`config.mk`:
```
export PLATFORM = sky130hd
export DESIGN_NAME = bus_arbiter16
export DESIGN_NICKNAME = d
export VERILOG_FILES = /design/src/rtl/bus_arbiter16.sv
export SDC_FILE = /design/constraint.sdc
export NUM_CORES = 1
export LEC_CHECK = 0
export ABC_AREA = 0
export ABC_CLOCK_PERIOD_IN_PS = 4500
export BUFFER_PORTS_ARGS = -buffer_cell sky130_fd_sc_hd__buf_4
export CORE_MARGIN = 2
export CORE_UTILIZATION = 43
export CTS_CLUSTER_DIAMETER = 150
export DETAILED_ROUTE_END_ITERATION = 10
export HOLD_SLACK_MARGIN = 0.06
export PLACE_DENSITY = 0.84
export SYNTH_ARGS = -nofsm -noshare
export SYNTH_HDL_FRONTEND = slang
export SYNTH_HIERARCHICAL = 1
export SYNTH_SLANG_ARGS = --single-unit
```
`constraint.sdc`:
```
create_clock -name clk -period 4.5 [get_ports clk]
set_clock_uncertainty 0.15 [all_clocks]
set_input_delay 0.45 -clock clk [delete_from_list [all_inputs] [get_ports clk]]
set_output_delay 0.45 -clock clk [all_outputs]
set_load 0.02 [all_outputs]
```
`src/rtl/bus_arbiter16.sv`:
```
// Two-requester round-robin arbiter with a BURST-bounded grant; grant follows a request by one edge.
// Downstream stall (ready low) freezes the beat count, so a handover only happens on accepted words.
module mux2_16 (
  input  logic        i_sel,
  input  logic [15:0] i_d0,
  input  logic [15:0] i_d1,
  output logic [15:0] o_y
);
  for (genvar g = 0; g < 16; g++) begin : g_bit
    assign o_y[g] = i_sel ? i_d1[g] : i_d0[g];
  end
endmodule

module bus_arbiter16 #(
  parameter int BURST = 4
) (
  input  logic        clk,
  input  logic        reset,
  input  logic        req_a,
  input  logic [15:0] data_a,
  input  logic        req_b,
  input  logic [15:0] data_b,
  input  logic        ready,
  output logic        gnt_a,
  output logic        gnt_b,
  output logic        sel,
  output logic [15:0] out,
  output logic        out_valid
);
  typedef enum logic [1:0] {IDLE, OWN_A, OWN_B} state_t;

  localparam logic [3:0] LP_TERM = 4'(BURST - 1);

  state_t     r_state;
  logic [3:0] r_beat;
  logic       r_last_b;

  logic w_xfer;
  logic w_term;

  assign gnt_a     = (r_state == OWN_A);
  assign gnt_b     = (r_state == OWN_B);
  assign sel       = (r_state == OWN_B);
  assign out_valid = (gnt_a & req_a) | (gnt_b & req_b);
  assign w_xfer    = out_valid & ready;
  assign w_term    = (r_beat == LP_TERM);

  mux2_16 u_mux (
    .i_sel (sel),
    .i_d0  (data_a),
    .i_d1  (data_b),
    .o_y   (out)
  );

  always_ff @(posedge clk) begin
    if (reset) begin
      r_state  <= IDLE;
      r_beat   <= 4'd0;
      r_last_b <= 1'b1;
    end else begin
      case (r_state)
        IDLE: begin
          // On a tie, r_last_b picks the requester that did not own the bus last.
          if (req_a && (!req_b || r_last_b)) begin
            r_state  <= OWN_A;
            r_last_b <= 1'b0;
            r_beat   <= 4'd0;
          end else if (req_b) begin
            r_state  <= OWN_B;
            r_last_b <= 1'b1;
            r_beat   <= 4'd0;
          end
        end
        OWN_A: begin
          if (!req_a) begin
            r_beat <= 4'd0;
            if (req_b) begin
              r_state  <= OWN_B;
              r_last_b <= 1'b1;
            end else begin
              r_state <= IDLE;
            end
          end else if (w_xfer) begin
            if (w_term) begin
              r_beat <= 4'd0;
              if (req_b) begin
                r_state  <= OWN_B;
                r_last_b <= 1'b1;
              end
            end else begin
              r_beat <= r_beat + 4'd1;
            end
          end
        end
        OWN_B: begin
          if (!req_b) begin
            r_beat <= 4'd0;
            if (req_a) begin
              r_state  <= OWN_A;
              r_last_b <= 1'b0;
            end else begin
              r_state <= IDLE;
            end
          end else if (w_xfer) begin
            if (w_term) begin
              r_beat <= 4'd0;
              if (req_a) begin
                r_state  <= OWN_A;
                r_last_b <= 1'b0;
              end
            end else begin
              r_beat <= r_beat + 4'd1;
            end
          end
        end
        default: begin
          r_state <= IDLE;
          r_beat  <= 4'd0;
        end
      endcase
    end
  end
endmodule

```
==> impl_metrics.env <==
export IMPL_status="completed"
export IMPL_wire_per_inst_um=13.09
export IMPL_rows=15
export IMPL_timing_critical_path_required_ns=3.90
export IMPL_die_h_um=46.65
export IMPL_die_area_sq_um=2176
export IMPL_drv_slew=0
export IMPL_rsz0062_at_grt="no"
export IMPL_cts_resized=0
export IMPL_power_density_nw_per_um2=392.7
export IMPL_synth_edf_count=0
export IMPL_start_kind="flop"
export IMPL_min_from="reset"
export IMPL_grt_max_degree=23
export IMPL_ios=57
export IMPL_crit_path_start="r_state[0]"
export IMPL_yosysMostFrequentCell="mux2_4"
export IMPL_grt_total_usage_pct=20.14
export IMPL_drc_errors=0
export IMPL_start_util_pct=45.29
export IMPL_crit_path_top_delay_cell="ha_1"
export IMPL_cts_setup_buffers=0
export IMPL_dpl_hpwl_um=1694
export IMPL_postRouteAntennaNets=0
export IMPL_grt_overflow=0
export IMPL_synth_top_area_cell="mux2_4"
export IMPL_rrSetupSlack_ns=2.02
export IMPL_syn_inst=83
export IMPL_fin_crit_sh_pct=61.64
export IMPL_ys_async_sr_fraction_pct=0
export IMPL_setup_viol=0
export IMPL_rr_endpoint="r_beat[3]"
export IMPL_clk_pin_slew_ns=0.06
export IMPL_holdBufCountCts=0
export IMPL_r2r_start="r_state[0]"
export IMPL_grt_pass1_vias=719
export IMPL_hold_viol=0
export IMPL_setup_worst_path_end_class="output pin"
export IMPL_drt_total_wl_um=2146
export IMPL_drive_above_1_share_pct=56.83
export IMPL_ys_flop_type="dfxtp_1"
export IMPL_via_per_inst=5.146
export IMPL_routabilityCongestion=0.8111
export IMPL_vias=844
export IMPL_crit_arrival_ns=2.17
export IMPL_cts_tree="done"
export IMPL_port_buffers=56
export IMPL_syn_cell_area_sq_um=782.0
export IMPL_worst_slew_pin_slew_ns=1.078
export IMPL_synth_top_cell_area_share_pct=19.20
export IMPL_setup_worst_path_class="reg2out"
export IMPL_slew_headroom_pct=28.14
export IMPL_syn_num_nets=125
export IMPL_fill_cells=153
export IMPL_core_area_sq_um=1727
export IMPL_clock_fmax_mhz=360.5
export IMPL_yosys_top_cells_count="mux2_4 (10), a21oi_1 (8), dfxtp_1 (7), inv_1 (7), mux2_2 (6)"
export IMPL_antennaDiodeCount=0
export IMPL_cts_root_buf="clkbuf_4"
export IMPL_cts_max_path_buffers=2
export IMPL_cp_max_fo=22
export IMPL_synth_seq_cells=7
export IMPL_fin_util_pct=70.29
export IMPL_fin_setup_tns_ns=0
export IMPL_firstDrtPassIters=4
export IMPL_antenna_found_initial=0
export IMPL_period_minus_slack_ns=2.774
export IMPL_layout_nets=182
export IMPL_clock_sinks=7
export IMPL_avgSynthCellArea_sq_um=9.422
export IMPL_clock_latency_ns=0.27
export IMPL_ys_seq_area_share_pct=17.92
export IMPL_cts_buffers=3
export IMPL_synth_cell_types=35
export IMPL_slowest_delay_ns=0.88
export IMPL_clock_tree_htree_level_count=1
export IMPL_worstPathCellList="inv_1 > ha_1 > mux2_2 > buf_4"
export IMPL_cap_violations=0
export IMPL_drtIter0Drc=9
export IMPL_grt_pass1_wl_um=3063
export IMPL_netlist_top_cells_area="mux2_4 (19%), dfxtp_1 (18%), mux2_2 (8.6%)"
export IMPL_area_growth_pct=55.20
export IMPL_hp_class="in2reg"
export IMPL_yosys_warnings=6
export IMPL_p_leak_nw=0.5912
export IMPL_irDropWorstVdd_mv=0.3143
export IMPL_fp_dieW_um=46.65
export IMPL_endpoint="out[8]"
export IMPL_ff2ff_path_depth=7
==> how the worst min path moves through the flow <==
| stage | endpoint | slack, ns | depth (start not counted) |
|---|---|---|---|
| global placement | r_beat[1] | 0.36 | 2 |
| detailed placement | r_beat[1] | 0.36 | 2 |
| finish | r_beat[1] | 0.26 | 2 |
| global route | r_beat[1] | 0.27 | 2 |
| floorplan | r_beat[1] | 0.34 | 2 |
| CTS | r_beat[2] | 0.26 | 2 |
==> kinds of logic (layout without fill, tap and decap cells) <==
| kind of cell | Yosys count | in the layout | share of synthesized area [%] |
|---|---|---|---|
| AOI/OAI and AO/OA | 23 | 23 | 20.64 |
| DFF | 7 | 7 | 17.92 |
| adders and majority gates | 5 | 5 | 8.000 |
| buffers and inverters | 12 | 68 | 9.760 |
| and+or+nand+nor | 19 | 19 | 14.56 |
| muxes | 17 | 17 | 29.12 |
==> where the power goes <==
group	switching, mW	internal (mW)	leakage (nW)	total, mW
clock network	0.0283	0.0342	0.0150	0.0625
registers	0.0102	0.0725	0.0571	0.0826
logic	0.165	0.166	0.519	0.331
total	0.204	0.273	0.591	0.477
==> state kept, by name, indices dropped and copies added, names as in the netlist <==
signal	cells
r_beat	4
r_last_b	1
r_state	2
==> metal layers <==
metal	GRT usage, %	up-vias	routed length, um
met2	35.00	37	1009
met5	0	-	0
li1	-	422	-
met1	23.00	379	858
met4	10.00	0	40
met3	4.314	6	238
==> layout make-up <==
type | count | area, sq um | area share, %
Sequential cell | 7 | 140.1 | 11.55
Tap cell | 25 | 31.28 | 2.577
Multi-Input combinational cell | 64 | 565.5 | 46.60
Clock buffer | 4 | 26.28 | 2.165
Inverter | 8 | 30.03 | 2.474
Timing Repair Buffer | 56 | 420.4 | 34.64
==> stage by stage <==
step / power [mW] / setup slack (ns) / instances / hold WS, ns / instance area, sq um
final: 0.4766 / 1.726 / 164 / 0.2644 / 1214
after global routing: 0.5056 / 1.599 / 164 / 0.2685 / 1214
after CTS: 0.4799 / 1.700 / 164 / 0.2581 / 1214
after detailed placement: 0.4151 / 2.000 / 160 / 0.3627 / 1187
after global placement: 0.4068 / 2.062 / 160 / 0.3610 / 1187
after floorplan: 0.3234 / 2.435 / 83 / 0.3431 / 782.0
==> critical path, delay by kind of cell, from the launching register on <==
family                     cells  cell delay (ns)
adders and majority gates      1             0.88
buffers and inverters          2             0.26
DFF                            1             0.33
muxes                          1             0.43
==> layout by cell type (no fill, tap or decap), types with 2 or more instances in the layout <==
cell      netlist  layout
buf_4           2      56
mux2_4         10      10
a21oi_1         8       8
inv_1           7       7
dfxtp_1         7       7
mux2_2          6       6
ha_1            5       5
nor3_1          4       4
a31oi_1         3       3
o21ai_0         3       3
clkbuf_4        0       3
nor2_1          2       2
nand2_1         2       2
nor2b_1         2       2
(Power assumes the default switching activity.)
